<file path="src/rtl/pkt_a_pkg.sv">
// rtl/pkt_a_pkg.sv - shared types and constants for the channel A packet filter
package pkt_a_pkg;

  typedef enum logic [1:0] {
    ST_IDLE = 2'd0,
    ST_RECV = 2'd1,
    ST_DROP = 2'd2
  } wr_state_e;

  localparam int SOP_BIT  = 9;
  localparam int EOP_BIT  = 8;
  localparam int DATA_MSB = 7;
  localparam int ENTRY_W  = 10;

  localparam logic [15:0] COUNTER_MAX = 16'hFFFF;

  function automatic logic [15:0] sat_inc(input logic [15:0] v);
    return (v == COUNTER_MAX) ? v : v + 16'd1;
  endfunction

endpackage

</file>
<file path="src/rtl/pkt_a_buf_ram.sv">
// rtl/pkt_a_buf_ram.sv - simple dual-port packet buffer with registered read
module pkt_a_buf_ram
  import pkt_a_pkg::*;
#(
  parameter int DEPTH  = 256,
  parameter int ADDR_W = 8
) (
  input  logic               clk_a,
  input  logic               we_i,
  input  logic [ADDR_W-1:0]  waddr_i,
  input  logic [ENTRY_W-1:0] wdata_i,
  input  logic               re_i,
  input  logic [ADDR_W-1:0]  raddr_i,
  output logic [ENTRY_W-1:0] rdata_o
);

  logic [ENTRY_W-1:0] mem_q [DEPTH];

  always_ff @(posedge clk_a) begin
    if (we_i) mem_q[waddr_i] <= wdata_i;
    if (re_i) rdata_o <= mem_q[raddr_i];
  end

endmodule

</file>
<file path="src/rtl/pkt_a_filter.sv">
// rtl/pkt_a_filter.sv - store-and-forward packet filter feeding merge channel A
module pkt_a_filter
  import pkt_a_pkg::*;
#(
  parameter int DEPTH   = 256,
  parameter int ADDR_W  = 8,
  parameter int MAX_LEN = 64,
  parameter int MIN_LEN = 2
) (
  input  logic        clk_a,
  input  logic        rst_n,
  input  logic [7:0]  din,
  input  logic        din_sop,
  input  logic        din_eop,
  input  logic        din_vld,
  input  logic        din_err,
  output logic [7:0]  data_a,
  output logic        data_a_sop,
  output logic        data_a_eop,
  output logic        data_a_vld,
  output logic [15:0] pkt_good_cnt,
  output logic [15:0] pkt_drop_cnt,
  output logic        ovf
);

  localparam int LEN_W = $clog2(MAX_LEN + 1);
  localparam logic [ADDR_W:0] FULL_LVL = (ADDR_W+1)'(DEPTH);

  wr_state_e          state_q, state_d;
  logic [ADDR_W:0]    wr_ptr_q, wr_ptr_d, commit_ptr_q, commit_ptr_d, rd_ptr_q;
  logic [LEN_W-1:0]   len_q, len_d;
  logic [15:0]        good_cnt_q, drop_cnt_q;
  logic               good_inc, drop_inc, ovf_d, ovf_q;
  logic               we;
  logic [ADDR_W-1:0]  waddr;
  logic               full, full_base, readable, rd_vld_q;
  logic [ENTRY_W-1:0] rdata;
  logic [7:0]         data_q;
  logic               sop_q, eop_q, vld_q;

  assign full      = (wr_ptr_q - rd_ptr_q) == FULL_LVL;
  // space check for a packet restarting at commit_ptr (uncommitted bytes are discarded)
  assign full_base = (commit_ptr_q - rd_ptr_q) == FULL_LVL;
  assign readable  = rd_ptr_q != commit_ptr_q;

  always_comb begin
    state_d      = state_q;
    wr_ptr_d     = wr_ptr_q;
    commit_ptr_d = commit_ptr_q;
    len_d        = len_q;
    we           = 1'b0;
    waddr        = wr_ptr_q[ADDR_W-1:0];
    good_inc     = 1'b0;
    drop_inc     = 1'b0;
    ovf_d        = 1'b0;
    if (din_vld) begin
      if (din_sop) begin
        if (state_q == ST_RECV) drop_inc = 1'b1;
        wr_ptr_d = commit_ptr_q;
        if (full_base) begin
          drop_inc = 1'b1;
          ovf_d    = 1'b1;
          state_d  = din_eop ? ST_IDLE : ST_DROP;
        end else begin
          we    = 1'b1;
          waddr = commit_ptr_q[ADDR_W-1:0];
          len_d = LEN_W'(1);
          if (!din_eop) begin
            wr_ptr_d = commit_ptr_q + 1'b1;
            state_d  = ST_RECV;
          end else begin
            state_d = ST_IDLE;
            if (MIN_LEN <= 1) begin
              wr_ptr_d     = commit_ptr_q + 1'b1;
              commit_ptr_d = commit_ptr_q + 1'b1;
              good_inc     = 1'b1;
            end else begin
              drop_inc = 1'b1;
            end
          end
        end
      end else if (state_q == ST_RECV) begin
        if (din_err || full || (len_q == LEN_W'(MAX_LEN))) begin
          wr_ptr_d = commit_ptr_q;
          drop_inc = 1'b1;
          ovf_d    = full;
          state_d  = din_eop ? ST_IDLE : ST_DROP;
        end else begin
          we       = 1'b1;
          wr_ptr_d = wr_ptr_q + 1'b1;
          len_d    = len_q + 1'b1;
          if (din_eop) begin
            state_d = ST_IDLE;
            if (int'(len_q) + 1 >= MIN_LEN) begin
              commit_ptr_d = wr_ptr_q + 1'b1;
              good_inc     = 1'b1;
            end else begin
              wr_ptr_d = commit_ptr_q;
              drop_inc = 1'b1;
            end
          end
        end
      end else if (state_q == ST_DROP && din_eop) begin
        state_d = ST_IDLE;
      end
    end
  end

  always_ff @(posedge clk_a or negedge rst_n) begin
    if (!rst_n) begin
      state_q      <= ST_IDLE;
      wr_ptr_q     <= '0;
      commit_ptr_q <= '0;
      rd_ptr_q     <= '0;
      len_q        <= '0;
      good_cnt_q   <= '0;
      drop_cnt_q   <= '0;
      ovf_q        <= 1'b0;
      rd_vld_q     <= 1'b0;
      data_q       <= '0;
      sop_q        <= 1'b0;
      eop_q        <= 1'b0;
      vld_q        <= 1'b0;
    end else begin
      state_q      <= state_d;
      wr_ptr_q     <= wr_ptr_d;
      commit_ptr_q <= commit_ptr_d;
      len_q        <= len_d;
      ovf_q        <= ovf_d;
      if (good_inc) good_cnt_q <= sat_inc(good_cnt_q);
      if (drop_inc) drop_cnt_q <= sat_inc(drop_cnt_q);
      if (readable) rd_ptr_q <= rd_ptr_q + 1'b1;
      rd_vld_q <= readable;
      vld_q    <= rd_vld_q;
      sop_q    <= rd_vld_q & rdata[SOP_BIT];
      eop_q    <= rd_vld_q & rdata[EOP_BIT];
      data_q   <= rdata[DATA_MSB:0];
    end
  end

  pkt_a_buf_ram #(
    .DEPTH  (DEPTH),
    .ADDR_W (ADDR_W)
  ) u_ram (
    .clk_a   (clk_a),
    .we_i    (we),
    .waddr_i (waddr),
    .wdata_i ({din_sop, din_eop, din}),
    .re_i    (readable),
    .raddr_i (rd_ptr_q[ADDR_W-1:0]),
    .rdata_o (rdata)
  );

  assign data_a       = data_q;
  assign data_a_sop   = sop_q;
  assign data_a_eop   = eop_q;
  assign data_a_vld   = vld_q;
  assign pkt_good_cnt = good_cnt_q;
  assign pkt_drop_cnt = drop_cnt_q;
  assign ovf          = ovf_q;

endmodule

</file>
<file path="config.mk">
export PLATFORM = sky130hd
export DESIGN_NAME = pkt_a_filter
export DESIGN_NICKNAME = d
export VERILOG_FILES = /design/src/rtl/pkt_a_pkg.sv /design/src/rtl/pkt_a_buf_ram.sv /design/src/rtl/pkt_a_filter.sv
export SDC_FILE = /design/constraint.sdc
export NUM_CORES = 2
export LEC_CHECK = 0
export CAP_MARGIN = 20
export CORE_ASPECT_RATIO = 1.4
export CORE_MARGIN = 2
export CORE_UTILIZATION = 50
export CTS_CLUSTER_SIZE = 8
export DETAILED_ROUTE_END_ITERATION = 7
export PLACE_DENSITY = 0.66
export SLEW_MARGIN = 15
export SYNTH_ARGS = -nofsm -noshare
export SYNTH_HDL_FRONTEND = slang
export SYNTH_HIERARCHICAL = 1
export SYNTH_SLANG_ARGS = --single-unit
</file>
<file path="constraint.sdc">
create_clock -name clk_a -period 4.1 [get_ports clk_a]
set_input_delay 0.615 -clock clk_a [delete_from_list [all_inputs] [get_ports clk_a]]
set_output_delay 0.615 -clock clk_a [all_outputs]
set_load 0.005 [all_outputs]
</file>
==> impl_metrics.json <==
{
  "fin_setup_tns_ns": -0.474,
  "p_comb_share_pct": 20.6,
  "gp_congestion": 0.946,
  "seqPwrFrac_pct": 42.1,
  "cts_sinks": 2651,
  "critPathKind": "reg -> reg",
  "yosys.area.top_type_share_pct": 73.8,
  "top_usage_layer": "met2",
  "clockBufferDepth": 4,
  "viasPerCell": 6.36,
  "die_x_microns": 390,
  "h-tree-depth": 5,
  "ys.flop_type": "edfxtp_1",
  "antenna_found_initial": 4,
  "min_path_type": "in -> reg",
  "worst_slack_ns": -0.0499,
  "drc_errors": 0,
  "synthesis.area_sq_mm": 0.105,
  "clockPowerShare_pct": 37.3,
  "finalCritPeriodShare_pct": 101,
  "path_delay_family": "buffers and inverters",
  "numCtsBuffers": 373,
  "n_fill_cell": 14212,
  "wire_per_inst_microns": 31.6,
  "start_util_pct": 50.3,
  "leakage_nw": 41.9,
  "ys_seq_elements": 2651,
  "path_cells": "inv_4 -> ha_4 -> buf_6 -> nand3_2 -> a21oi_2 -> or4_4 -> a211oi_4 -> a31oi_4 -> buf_12 -> clkbuf_16 -> nand2_2 -> o21ai_4 -> buf_6 -> nor2_4 -> buf_6 -> nand4_1 -> buf_4 -> nor2_1 -> buf_4",
  "grtUsageTotal_pct": 25.7,
  "port_buffers": 57,
  "synth_top_family_by_area": "multiplexers",
  "syn_area_per_cell_sq_um": 20.2,
  "synthXorXnorAreaFrac_pct": 0.436,
  "hold_ws_ns": 0.234,
  "tightest_slew_ns": 1.14,
  "status": "finished, violations left",
  "drv_cap": 0,
  "synth-compound-area-share_pct": 4.15,
  "period_needed_ns": 4.15,
  "crit_fanout": 10,
  "violations": "negative setup slack",
  "grtUsageMet3_pct": 3.85,
  "max_freq_mhz": 241,
  "critPathBufInv": 8,
  "synth_edf_count": 2570,
  "grtUsageMet2_pct": 43.8,
  "root_buffer": "clkbuf_16",
  "grt_pass1_wl_microns": 395000,
  "grt_use_met1_pct": 32.5,
  "cp-start-kind": "register",
  "finalMaxSlewViolations": 0,
  "grt_overflow": 0,
  "ys_seq_area_share_pct": 75.8,
  "grt_max_degree": 134,
  "clock_latency_ns": 0.87,
  "final_layout_size_suffix_gt1_share_pct": 31.3,
  "p_int_mw": 52.2,
  "total_power_mw": 72.2,
  "synthArstFlopShare_pct": 3.06,
  "wl_microns": 277000,
  "cellPowerDensity_mw_per_mm2": 575,
  "ys_top_cells_by_area": "edfxtp_1 (74%), mux4_2 (11%), mux2i_1 (2.1%)",
  "synthAdderAreaFrac_pct": 0.287,
  "synth.distinct_cells": 84,
  "die-area_sq_mm": 0.213,
  "end_kind": "register",
  "switchingPower_mw": 20.0,
  "hold_viol_final": 0,
  "postRouteAntennaNets": 0,
  "arrival_ns": 4.68,
  "cp_common_cell": "buf_6",
  "p_sw_share_pct": 27.7,
  "relSlewSlack_pct": 23.9,
  "yosys_warnings": 6,
  "cpPeakStageDelay_ns": 0.50,
  "fp.dieH_microns": 545,
  "grt_pass1_vias": 56363,
  "ir_drop_v": 0.000419,
  "yosys.area.top_type": "edfxtp_1",
  "io_pins": 58,
  "placement_rows": 198,
  "firstDrtPassIters": 6,
  "hpwl_microns": 172000,
  "netlist_instances": 5183,
  "muxShareOfSynthArea_pct": 13.9,
  "critPathSlowestCell": "dfrtp_4",
  "cts.clk_slew.worst_paths_ns": 0.06,
  "fin_skew_ns": 0.0333,
  "synth_nets": 5221,
  "area_delta_synth_final_pct": 20.2,
  "final_net_count": 6043,
  "core_area_sq_mm": 0.208,
  "cts_tree": "built",
  "setup_viol": 11,
  "via_count": 55876,
  "initialDrtViolationCount": 6415,
  "worstPathRequired_ns": 4.63,
  "synth_simple_gate_area_share_pct": 3.41
}
-- worst paths after layout --
| check | slack, ns | start | to | depth (start not counted) |
|---|---|---|---|---|
| setup reg to reg | -0.05 | rd_ptr_q[2] | u_ram/mem_q[92][8] | 19 |
| max in group asynchronous | 2.81 | rst_n | pkt_drop_cnt[14] | 3 |
| hold reg to reg | 0.35 | u_ram/rdata_o[6] | data_a[6] | 0 |
| hold / removal | 0.23 | din[6] | u_ram/mem_q[89][6] | 1 |
| setup / recovery | -0.05 | rd_ptr_q[2] | u_ram/mem_q[92][8] | 19 |
| min in group asynchronous | 0.40 | rst_n | pkt_good_cnt[5] | 2 |
-- power groups by stage --
stage / Clock, mW / Sequential (mW) / Combinational, mW
final: 26.9 / 30.4 / 14.8
after detailed placement: 0 / 30.9 / 14.2
after floorplan: 0 / 30.9 / 7.19
after global placement: 0 / 30.9 / 14.1
after CTS: 27.3 / 30.4 / 14.3
after global routing: 28.4 / 30.4 / 15.3
-- Yosys cell counts, types with 15 or more instances --
cell         n
nor2_1     330
edfxtp_1  2570
mux4_2     495
nand4_1     30
nand3_1     66
buf_6       28
o221ai_1    41
a22oi_1    192
buf_2       52
buf_4       30
ha_1        24
buf_12      16
mux4_1      41
nand2_1     91
inv_1       26
nor2b_1     35
nor4_1      32
nand2b_1    15
and3_1      17
a21oi_1    125
buf_8       16
o21ai_0     39
a211oi_1    16
o22ai_1     60
mux2i_1    220
xor2_1      23
buf_1       20
a221oi_1    17
xnor2_1     29
a22o_1      15
nor3_1      52
dfrtp_1     81
clkbuf_1   139
-- final cells by class --
type / instances / area (sq um) / share of cell area [%]
repair buffers: 749 / 8160 / 6.50
clock buffers: 438 / 9790 / 7.80
clock inverters: 12 / 140 / 0.112
well taps: 2700 / 3380 / 2.69
flip-flops and latches: 2651 / 79200 / 63.1
multi-input cells: 2203 / 24800 / 19.7
inverters: 27 / 104 / 0.0827
diodes: 1 / 2.50 / 0.00199
-- per-stage QoR --
stage                     utilization (%)  cells  instance area, sq um  setup slack (ns)
after global routing                 60.4   8781                126000           -0.0978
after global placement               54.7   8261                114000            -0.367
after floorplan                         -   5183                105000            -0.279
after CTS                            59.7   8728                124000           -0.0162
final                                60.4   8781                126000           -0.0499
after detailed placement             54.7   8261                114000            -0.382
-- metal layers --
| metal | routed length, microns | vias to the layer above | share of wire [%] |
|---|---|---|---|
| met1 | 101000 | 29347 | 37 |
| met3 | 20400 | 602 | 7.3 |
| li1 | - | 23091 | - |
| met5 | 13 | - | 0.0047 |
| met4 | 14300 | 2 | 5.1 |
| met2 | 141000 | 2834 | 51 |
-- logic make-up (layout without fill, tap and decap cells) --
family,after synthesis,after routing
mux,769,769
xor+xnor,52,52
simple gates,741,741
other cells,0,1
fa+ha+maj,24,24
flops,2651,2651
compound gates,617,617
buf+inv,329,1226
-- timing repair --
action / CTS / global route
pin swaps: 10 / 27
hold endpoints to repair: 57 / 0
cloned: 3 / 30
gates resized for setup: 67 / 246
endpoints found under the setup margin: 2221 / 2251
setup buffers: 12 / 22
hold buffers: 2 / 0
-- state kept, by name (all words and copies together) (netlist names) --
signal         cells
data_a             8
u_ram/mem_q     2560
rd_vld_q           1
state_q            2
len_q              7
data_a_eop         1
wr_ptr_q           9
commit_ptr_q       9
pkt_drop_cnt      16
ovf                1
rd_ptr_q           9
pkt_good_cnt      16
data_a_sop         1
u_ram/rdata_o     10
data_a_vld         1
-- cell usage in the layout, fill, tap and decap left out, types with 29 or more instances in the layout --
cell                n
edfxtp_1         2570
buf_6              76
nand3_1            50
buf_12            153
a22oi_1           192
clkdlybuf4s50_1    46
o221ai_1           41
buf_4             450
nor2_1            130
a21oi_1           123
nand2_1            83
mux4_2            495
nor3_1             50
dfrtp_1            75
xnor2_1            29
nor2_2             73
clkbuf_1           55
o22ai_1            59
nor4_1             30
mux4_1             41
nor2_4            128
clkbuf_16         388
mux2i_1           220
nand4_1            30
o21ai_0            34
Power figures use the tool's default switching activity.
